## config.mk

```make
export PLATFORM = sky130hd
export DESIGN_NAME = upd_phy_llr_feeder
export DESIGN_NICKNAME = d
export VERILOG_FILES = /design/src/rtl/upd_llr_pkg.sv /design/src/rtl/upd_llr_noise_idx.sv /design/src/rtl/upd_phy_llr_feeder.sv
export SDC_FILE = /design/constraint.sdc
export NUM_CORES = 1
export LEC_CHECK = 0
export CAP_MARGIN = 20
export CORE_AREA = 10 10 169 171
export CTS_BUF_LIST = sky130_fd_sc_hd__clkbuf_16
export DETAILED_ROUTE_END_ITERATION = 12
export DIE_AREA = 0 0 179 181
export GPL_ROUTABILITY_DRIVEN = 0
export GPL_TIMING_DRIVEN = 0
export PLACE_DENSITY = 0.76
export SETUP_SLACK_MARGIN = 0.02
export SYNTH_ARGS = -nofsm -noshare
export SYNTH_HDL_FRONTEND = slang
export SYNTH_SLANG_ARGS = --single-unit
```

## constraint.sdc

```tcl
create_clock -name i_core_clk -period 3.9 [get_ports i_core_clk]
set_input_delay 0.78 -clock i_core_clk [delete_from_list [all_inputs] [get_ports i_core_clk]]
set_output_delay 0.78 -clock i_core_clk [all_outputs]
set_load 0.03 [all_outputs]
```

## src/rtl/upd_llr_pkg.sv

```systemverilog
// Shared FSM type, default sizing and width helpers for the uplink LLR feeder.
package upd_llr_pkg;

    typedef enum logic [1:0] {
        IDLE,
        LOAD,
        EMIT,
        FLUSH
    } llr_state_t;

    localparam int DEF_DW       = 16;
    localparam int DEF_IQ_LANES = 4;
    localparam int DEF_NZ_LANES = 8;
    localparam int DEF_OUT_RE   = 2;
    localparam int DEF_CNT_W    = 16;

    // One complex RE is I in the low half, Q in the high half.
    localparam int DEF_RE_W      = 2 * DEF_DW;
    localparam int DEF_BEAT_W    = DEF_OUT_RE * DEF_RE_W;
    localparam int DEF_IQ_WORD_W = DEF_IQ_LANES * DEF_RE_W;
    localparam int DEF_NZ_WORD_W = DEF_NZ_LANES * DEF_DW;

    localparam int STALL_W = 16;

    function automatic int idx_w(input int n);
        return (n > 1) ? $clog2(n) : 1;
    endfunction

endpackage

```

## src/rtl/upd_llr_noise_idx.sv

```systemverilog
// Rate counter and noise lane index; tracks floor(re_k / Ne) within a noise word.
module upd_llr_noise_idx
    import upd_llr_pkg::*;
#(
    parameter int CNT_W    = DEF_CNT_W,
    parameter int STEP     = DEF_OUT_RE,
    parameter int NZ_LANES = DEF_NZ_LANES,
    parameter int NI_W     = idx_w(DEF_NZ_LANES)
) (
    input  logic             clk,
    input  logic             rst_n,
    input  logic             clear,
    input  logic             advance,
    input  logic [CNT_W-1:0] rate,
    output logic [NI_W-1:0]  ni,
    output logic             wrap
);

    logic [CNT_W-1:0] rc;
    logic [CNT_W:0]   rc_sum;
    logic             step_ni;

    // rate >= STEP, so a single subtraction keeps rc = re_k mod rate.
    always_comb begin
        rc_sum  = {1'b0, rc} + (CNT_W+1)'(STEP);
        step_ni = (rc_sum >= {1'b0, rate});
        wrap    = advance && step_ni && (ni == NI_W'(NZ_LANES - 1));
    end

    always_ff @(posedge clk or negedge rst_n) begin
        if (!rst_n) begin
            rc <= '0;
            ni <= '0;
        end else if (clear) begin
            rc <= '0;
            ni <= '0;
        end else if (advance) begin
            if (step_ni) begin
                rc <= CNT_W'(rc_sum - {1'b0, rate});
                ni <= (ni == NI_W'(NZ_LANES - 1)) ? '0 : ni + NI_W'(1);
            end else begin
                rc <= rc_sum[CNT_W-1:0];
            end
        end
    end

endmodule

```

## src/rtl/upd_phy_llr_feeder.sv

```systemverilog
// Unpacks IQ/noise FIFO words into OUT_RE-wide beats with valid/ready handshake.
// Optional stall counter built when UPDLLR_STALL_CNT_EN is defined.
module upd_phy_llr_feeder
    import upd_llr_pkg::*;
#(
    parameter int DW       = DEF_DW,
    parameter int IQ_LANES = DEF_IQ_LANES,
    parameter int NZ_LANES = DEF_NZ_LANES,
    parameter int OUT_RE   = DEF_OUT_RE,
    parameter int CNT_W    = DEF_CNT_W
) (
    input  logic                       i_core_clk,
    input  logic                       i_rx_rstn,
    input  logic                       i_start,
    input  logic [CNT_W-1:0]           i_user_iq_noise_rate,
    input  logic [CNT_W-1:0]           i_cur_user_re_amounts,
    input  logic [2*IQ_LANES*DW-1:0]   IQ_Data_SUM,
    input  logic                       IQ_FIFO_Empty,
    output logic                       IQ_FIFO_Read_Enable,
    input  logic [NZ_LANES*DW-1:0]     Noise_Data_SUM,
    input  logic                       Noise_FIFO_Empty,
    output logic                       Noise_FIFO_Read_Enable,
    output logic                       o_data_strobe,
    input  logic                       i_ready,
    output logic [2*OUT_RE*DW-1:0]     o_re_data,
    output logic [OUT_RE-1:0]          o_re_mask,
    output logic [DW-1:0]              o_noise_data,
    output logic                       o_done,
    output logic [STALL_W-1:0]         o_stall_cnt
);

    localparam int RE_W   = 2 * DW;
    localparam int BEAT_W = OUT_RE * RE_W;
    localparam int GROUPS = IQ_LANES / OUT_RE;
    localparam int GRP_W  = idx_w(GROUPS);
    localparam int NI_W   = idx_w(NZ_LANES);

    llr_state_t state, state_nxt;

    logic [CNT_W-1:0]  m_reg;
    logic [CNT_W-1:0]  ne_reg;
    logic [CNT_W-1:0]  ne_in;
    logic [CNT_W-1:0]  re_next;
    logic [CNT_W:0]    re_end;
    logic [GRP_W-1:0]  grp;
    logic              last_loaded;
    logic [NI_W-1:0]   ni;
    logic              nz_wrap;

    logic              start_acc;
    logic              accept;
    logic              want_load;
    logic              fifo_ok;
    logic              do_load;
    logic              final_beat;
    logic              iq_pop;
    logic              nz_pop;
    logic [OUT_RE-1:0] mask_nxt;

    always_comb begin
        start_acc  = (state == IDLE) && i_start;
        accept     = o_data_strobe && i_ready;
        ne_in      = (i_user_iq_noise_rate < CNT_W'(OUT_RE)) ? CNT_W'(OUT_RE)
                                                             : i_user_iq_noise_rate;
        // A beat loads from LOAD, or straight back-to-back in EMIT as the held beat leaves.
        want_load  = (state == LOAD) || ((state == EMIT) && accept && !last_loaded);
        fifo_ok    = !IQ_FIFO_Empty && !Noise_FIFO_Empty;
        do_load    = want_load && fifo_ok;
        re_end     = {1'b0, re_next} + (CNT_W+1)'(OUT_RE);
        final_beat = (re_end >= {1'b0, m_reg});
        iq_pop     = do_load && ((grp == GRP_W'(GROUPS - 1)) || final_beat);
        nz_pop     = do_load && (nz_wrap || final_beat);
        mask_nxt   = '0;
        for (int unsigned j = 0; j < OUT_RE; j++) begin
            mask_nxt[j] = (({1'b0, re_next} + (CNT_W+1)'(j)) < {1'b0, m_reg});
        end
    end

    assign IQ_FIFO_Read_Enable    = iq_pop;
    assign Noise_FIFO_Read_Enable = nz_pop;

    always_comb begin
        state_nxt = state;
        case (state)
            IDLE: begin
                if (i_start && (i_cur_user_re_amounts != '0)) state_nxt = LOAD;
            end
            LOAD: begin
                if (do_load) state_nxt = EMIT;
            end
            EMIT: begin
                if (accept) begin
                    if (last_loaded)  state_nxt = FLUSH;
                    else if (!do_load) state_nxt = LOAD;
                end
            end
            FLUSH:   state_nxt = IDLE;
            default: state_nxt = IDLE;
        endcase
    end

    always_ff @(posedge i_core_clk or negedge i_rx_rstn) begin
        if (!i_rx_rstn) state <= IDLE;
        else            state <= state_nxt;
    end

    always_ff @(posedge i_core_clk or negedge i_rx_rstn) begin
        if (!i_rx_rstn) begin
            m_reg         <= '0;
            ne_reg        <= '0;
            re_next       <= '0;
            grp           <= '0;
            last_loaded   <= 1'b0;
            o_data_strobe <= 1'b0;
            o_re_data     <= '0;
            o_re_mask     <= '0;
            o_noise_data  <= '0;
            o_done        <= 1'b0;
        end else begin
            o_done <= (start_acc && (i_cur_user_re_amounts == '0)) || (state == FLUSH);
            if (start_acc) begin
                m_reg       <= i_cur_user_re_amounts;
                ne_reg      <= ne_in;
                re_next     <= '0;
                grp         <= '0;
                last_loaded <= 1'b0;
            end
            if (do_load) begin
                o_data_strobe <= 1'b1;
                o_re_data     <= IQ_Data_SUM[BEAT_W * int'(grp) +: BEAT_W];
                o_re_mask     <= mask_nxt;
                o_noise_data  <= Noise_Data_SUM[DW * int'(ni) +: DW];
                re_next       <= re_end[CNT_W-1:0];
                grp           <= iq_pop ? '0 : grp + GRP_W'(1);
                last_loaded   <= final_beat;
            end else if (accept) begin
                o_data_strobe <= 1'b0;
            end
        end
    end

    upd_llr_noise_idx #(
        .CNT_W    (CNT_W),
        .STEP     (OUT_RE),
        .NZ_LANES (NZ_LANES),
        .NI_W     (NI_W)
    ) u_noise_idx (
        .clk     (i_core_clk),
        .rst_n   (i_rx_rstn),
        .clear   (start_acc),
        .advance (do_load),
        .rate    (ne_reg),
        .ni      (ni),
        .wrap    (nz_wrap)
    );

`ifdef UPDLLR_STALL_CNT_EN
    logic [STALL_W-1:0] stall_cnt;

    always_ff @(posedge i_core_clk or negedge i_rx_rstn) begin
        if (!i_rx_rstn) begin
            stall_cnt <= '0;
        end else if (start_acc) begin
            stall_cnt <= '0;
        end else if (want_load && !fifo_ok && (stall_cnt != '1)) begin
            stall_cnt <= stall_cnt + STALL_W'(1);
        end
    end

    assign o_stall_cnt = stall_cnt;
`else
    assign o_stall_cnt = '0;
`endif

endmodule
```

==> results_tabular.tex <==
\begin{tabular}{lr}
\hline
Metric & Value \\
\hline
\multicolumn{2}{l}{\textbf{Status}} \\
Run status & finished, violations left \\
Violated checks & negative setup slack \\
\multicolumn{2}{l}{\textbf{Clock tree}} \\
H-tree level count & 4 \\
Clock sinks & approximately 150 \\
Clk buf depth & 2 \\
Number of clock buffers inserted by TritonCTS & 17 \\
CTS tree & done \\
Clock transition at the registers of the reported paths & 0.07 ns \\
Clock latency of the later-clocked register in the worst-skew pair & 0.43 ns \\
Cell at the root of the clock tree & sky130\_fd\_sc\_hd\_\_clkbuf\_16 \\
\multicolumn{2}{l}{\textbf{Detailed routing}} \\
Number of search-and-repair iterations in the first detailed-routing pass & 5 \\
Total number of vias & 10,000 \\
Residual DRC count & 0 \\
Routed Wire Length & 41.1 mm \\
Routed length on met1 & 15.3 mm \\
Drt wl/cell & 22.1 µm \\
Antenna Violating Nets Remaining & 0 \\
WL met3 & between 3 and 4 mm \\
Initial DRC count & 800 \\
Top layer reached by signal wires & met4 \\
Routed wl met2 & roughly 22 mm \\
Via density per instance & 5.39 \\
\multicolumn{2}{l}{\textbf{Yosys}} \\
Synth async-reset ratio & between 90\% and 100\% \\
Post-synthesis area per instance & 9.43 µm² \\
Leading register cell type out of synthesis & sky130\_fd\_sc\_hd\_\_dfrtp\_1 \\
Post-synthesis sequential area ratio & 39.0\% \\
Total of warnings raised by yosys & 0 \\
Netlist Area Pre-Place & between 9000 and 10,000 µm² \\
Instance count of the mapped netlist & 1,047 \\
Post-synth EDFFs & 0 \\
Distinct cells, synth & 53 \\
Post-synthesis sequential element count & 154 \\
\multicolumn{2}{l}{\textbf{STA}} \\
Share of the clock period used by the worst path & 106\% \\
Achievable clock frequency & around 240 MHz \\
Final hold violation count & 0 \\
Final clock skew & roughly 0.017 ns \\
Worst slew margin & 25.9\% \\
Number of setup violations in the final report & 2 \\
Shortest period the worst path allows & around 4.1 ns \\
Least-Margin Pin Slew & 1.11 ns \\
Total count of max-transition violations in the final report & 0 \\
Unrepaired setup endpoints after global routing & yes \\
Worst Setup Slack, final & -0.217 ns \\
\multicolumn{2}{l}{\textbf{Place}} \\
Area of placed instances & 14,200 µm² \\
Placed wire-length estimate after detailed placement & 32.1 mm \\
Count of input and output buffers & 379 \\
Placed cell count & between 1,500 and 2,000 \\
\multicolumn{2}{l}{\textbf{Worst setup path}} \\
Cells on worst reg2reg path & 24 \\
Reg2Reg Launch Point & re\_next[2]\$\_DFFE\_PN0P\_ \\
Type of destination of the critical path & output port \\
Register-to-register path setup slack & 0.11 ns \\
Required arrival time at the worst endpoint & 3.12 ns \\
Crit path launch type & flop \\
Worst reg2reg endpoint & re\_next[10]\$\_DFFE\_PN0P\_ \\
Path type of the worst setup path & reg2out \\
Data arrival, critical path & roughly 3.3 ns \\
CP max FO & 5 \\
\multicolumn{2}{l}{\textbf{Global routing}} \\
Initial antenna violation count & 0 \\
Global-route wire length before repair & 62.1 mm \\
Global routing usage summed across all routing layers & between 20 and 25\% \\
Number of global-route vias before repair & 10,689 \\
Gr ovfl total & 0 \\
Maximum number of pins on one net before global-route repair & 96 \\
\multicolumn{2}{l}{\textbf{Floorplanning}} \\
DIE WIDTH & 179 µm \\
Effective utilization at floorplan & around two fifths \\
Io pins & between 300 and 400 \\
Area of the die & 32,400 µm² \\
Vert. Die Dim & 181 µm \\
Std-Cell Rows & 58 \\
Core area & approximately 25,000 µm² \\
\multicolumn{2}{l}{\textbf{Pwr}} \\
Leakage power total & 6.63 nW \\
Worst vdd rail ir drop & around 0.41 mV \\
Total power per unit cell area & around 620 nW/µm² \\
\multicolumn{2}{l}{\textbf{Cells and area}} \\
Number of flip-flops under the largest register name & between 60 and 70 \\
Flip-flop and latch area & between 3000 and 4000 µm² \\
Filler Cell Count & just over 2,000 \\
Multi-input gate area in the final layout & 5800 µm² \\
Final design instance area without fill & 15,400 µm² \\
Final nets & 1,873 \\
Reg with most FFs & o\_re\_data \\
Area Overhead vs Synth & 56.4\% \\
Final standard cell count with taps included and fillers excluded & 1,857 \\
Share of post-route cells with drive strength above 1 & between 10\% and 20\% \\
Antenna Diode Count & 0 \\
\multicolumn{2}{l}{\textbf{Run}} \\
Max-cap check violation count & 0 \\
\multicolumn{2}{l}{\textbf{Min path}} \\
Path type of the worst min-delay path & in2async \\
\hline
\end{tabular}
-- final cells by class --
| type | instances | share of cell area (%) |
|---|---|---|
| sequential | 154 | 25.0 |
| inverter | 41 | 0.997 |
| timing repair buffer | 436 | 27.6 |
| clock inverter | 15 | 0.908 |
| clock buffer | 17 | 2.76 |
| multi-input combinational | 779 | 37.6 |
| tap | 330 | 2.68 |
| buffer | 85 | 2.55 |
-- worst max-delay path, stage by stage, from the launching register on --
cell	delay (ns)
sky130_fd_sc_hd__dfrtp_1	0.41
sky130_fd_sc_hd__nand3_2	0.15
sky130_fd_sc_hd__or4_4	0.44
sky130_fd_sc_hd__buf_6	0.14
sky130_fd_sc_hd__xnor2_1	0.15
sky130_fd_sc_hd__ha_1	0.42
sky130_fd_sc_hd__a21oi_2	0.11
sky130_fd_sc_hd__a21oi_1	0.14
sky130_fd_sc_hd__nor2b_1	0.08
sky130_fd_sc_hd__a211o_1	0.33
sky130_fd_sc_hd__nand2_4	0.11
sky130_fd_sc_hd__nand2_4	0.05
sky130_fd_sc_hd__a21oi_4	0.21
sky130_fd_sc_hd__buf_6	0.16
-- logic make-up (layout without fill, tap and decap cells) --
logic type	after synthesis	after routing	share of synthesized area, %
muxes	119	119	16.1
other	1	16	0.0380
adders and majority gates	65	65	8.32
and+or+nand+nor	297	297	13.4
AOI/OAI and AO/OA	246	246	14.3
xor gates and xnor gates	36	36	3.19
buffers and inverters	129	594	5.60
DFF	154	154	39.0
-- routing by layer --
layer / vias up / GRT usage, %
li1: 4621 / -
met1: 4874 / 27.5
met2: 424 / 44.4
met3: 81 / 6.63
met4: 0 / 8.17
met5: - / 0
-- Yosys cell counts (all sizes together) (5+ instances only) --
library cell	n	share of area (%)
a21o	14	1.1
a21oi	35	1.8
a31oi	7	0.44
and2	5	0.34
and3	9	0.57
buf	25	1.6
clkbuf	63	2.4
dfrtp	154	39
ha	64	8.1
inv	41	1.6
mux2i	86	8.7
mux4	32	7.3
nand2	171	6.5
nand3	35	1.8
nand4	9	0.57
nor2	32	1.2
nor3	7	0.35
nor4	10	0.63
o211ai	5	0.38
o21a	5	0.38
o21ai	147	7.5
o22ai	5	0.32
o31ai	7	0.53
xnor2	20	1.8
xor2	16	1.4
-- how the worst max path moves through the flow --
stage,startpoint,end,slack [ns],cells past startpoint
floorplan,u_noise_idx.rc[1]$_DFFE_PN0P_,Noise_FIFO_Read_Enable,0.06,14
global placement,i_rx_rstn,ne_reg[3]$_DFFE_PN0P_,-4.30,1
detailed placement,i_ready,Noise_FIFO_Read_Enable,-1.11,9
CTS,u_noise_idx.rc[1]$_DFFE_PN0P_,Noise_FIFO_Read_Enable,-0.15,14
global route,re_next[2]$_DFFE_PN0P_,Noise_FIFO_Read_Enable,-0.32,14
finish,u_noise_idx.rc[9]$_DFFE_PN0P_,Noise_FIFO_Read_Enable,-0.22,13
-- stage by stage --
stage | total power [W] | setup WS [ns] | util (%) | hold slack (ns) | setup TNS [ns]
2_1_floorplan | 0.00555 | 0.0602 | - | 0.453 | 0
4_1_cts | 0.00952 | -0.147 | 61.2 | 0.338 | -0.239
5_1_grt | 0.0102 | -0.322 | 61.6 | 0.355 | -0.631
3_3_place_gp | 0.00751 | -4.30 | 56.5 | 0.461 | -661.50
3_5_place_dp | 0.00765 | -1.11 | 56.6 | 0.470 | -2.44
6_report | 0.00963 | -0.217 | 61.6 | 0.345 | -0.408
-- layout by cell type (no fill, tap or decap), types with 4 or more instances in the layout --
cell type,count
sky130_fd_sc_hd__clkbuf_1,59
sky130_fd_sc_hd__inv_6,6
sky130_fd_sc_hd__nand3_1,29
sky130_fd_sc_hd__a31oi_1,7
sky130_fd_sc_hd__o22ai_1,5
sky130_fd_sc_hd__nor4_1,9
sky130_fd_sc_hd__mux4_2,32
sky130_fd_sc_hd__buf_4,70
sky130_fd_sc_hd__a21oi_2,5
sky130_fd_sc_hd__nor2b_1,4
sky130_fd_sc_hd__mux2i_1,86
sky130_fd_sc_hd__nor2_1,29
sky130_fd_sc_hd__nand3_2,4
sky130_fd_sc_hd__o31ai_1,5
sky130_fd_sc_hd__a22o_1,4
sky130_fd_sc_hd__o21a_1,5
sky130_fd_sc_hd__nand4_1,9
sky130_fd_sc_hd__inv_1,42
sky130_fd_sc_hd__clkdlybuf4s50_1,376
sky130_fd_sc_hd__ha_4,5
sky130_fd_sc_hd__nor3_1,7
sky130_fd_sc_hd__and3_4,6
sky130_fd_sc_hd__a21o_1,14
sky130_fd_sc_hd__buf_6,6
sky130_fd_sc_hd__xnor2_1,17
sky130_fd_sc_hd__dfrtp_1,151
sky130_fd_sc_hd__o211ai_1,5
sky130_fd_sc_hd__conb_1,16
sky130_fd_sc_hd__nand2b_1,4
sky130_fd_sc_hd__a21oi_1,29
sky130_fd_sc_hd__clkbuf_16,17
sky130_fd_sc_hd__ha_1,59
sky130_fd_sc_hd__nand2_1,167
sky130_fd_sc_hd__xor2_1,15
sky130_fd_sc_hd__buf_1,4
sky130_fd_sc_hd__o21ai_0,145
-- power by group --
group	total (W)	internal, W	switching, W
logic	0.00544	0.00225	0.00320
registers	0.00256	0.00221	0.000350
clock network	0.00163	0.000890	0.000736
total	0.00963	0.00535	0.00429
-- repair_timing --
item / in CTS / in global routing
setup buffers: 57 / 3
gates resized for setup: 64 / 16
setup endpoints to repair: 2 / 3
hold buffers: 0 / 0
pin swaps: 31 / 15
(Power assumes the default switching activity.)
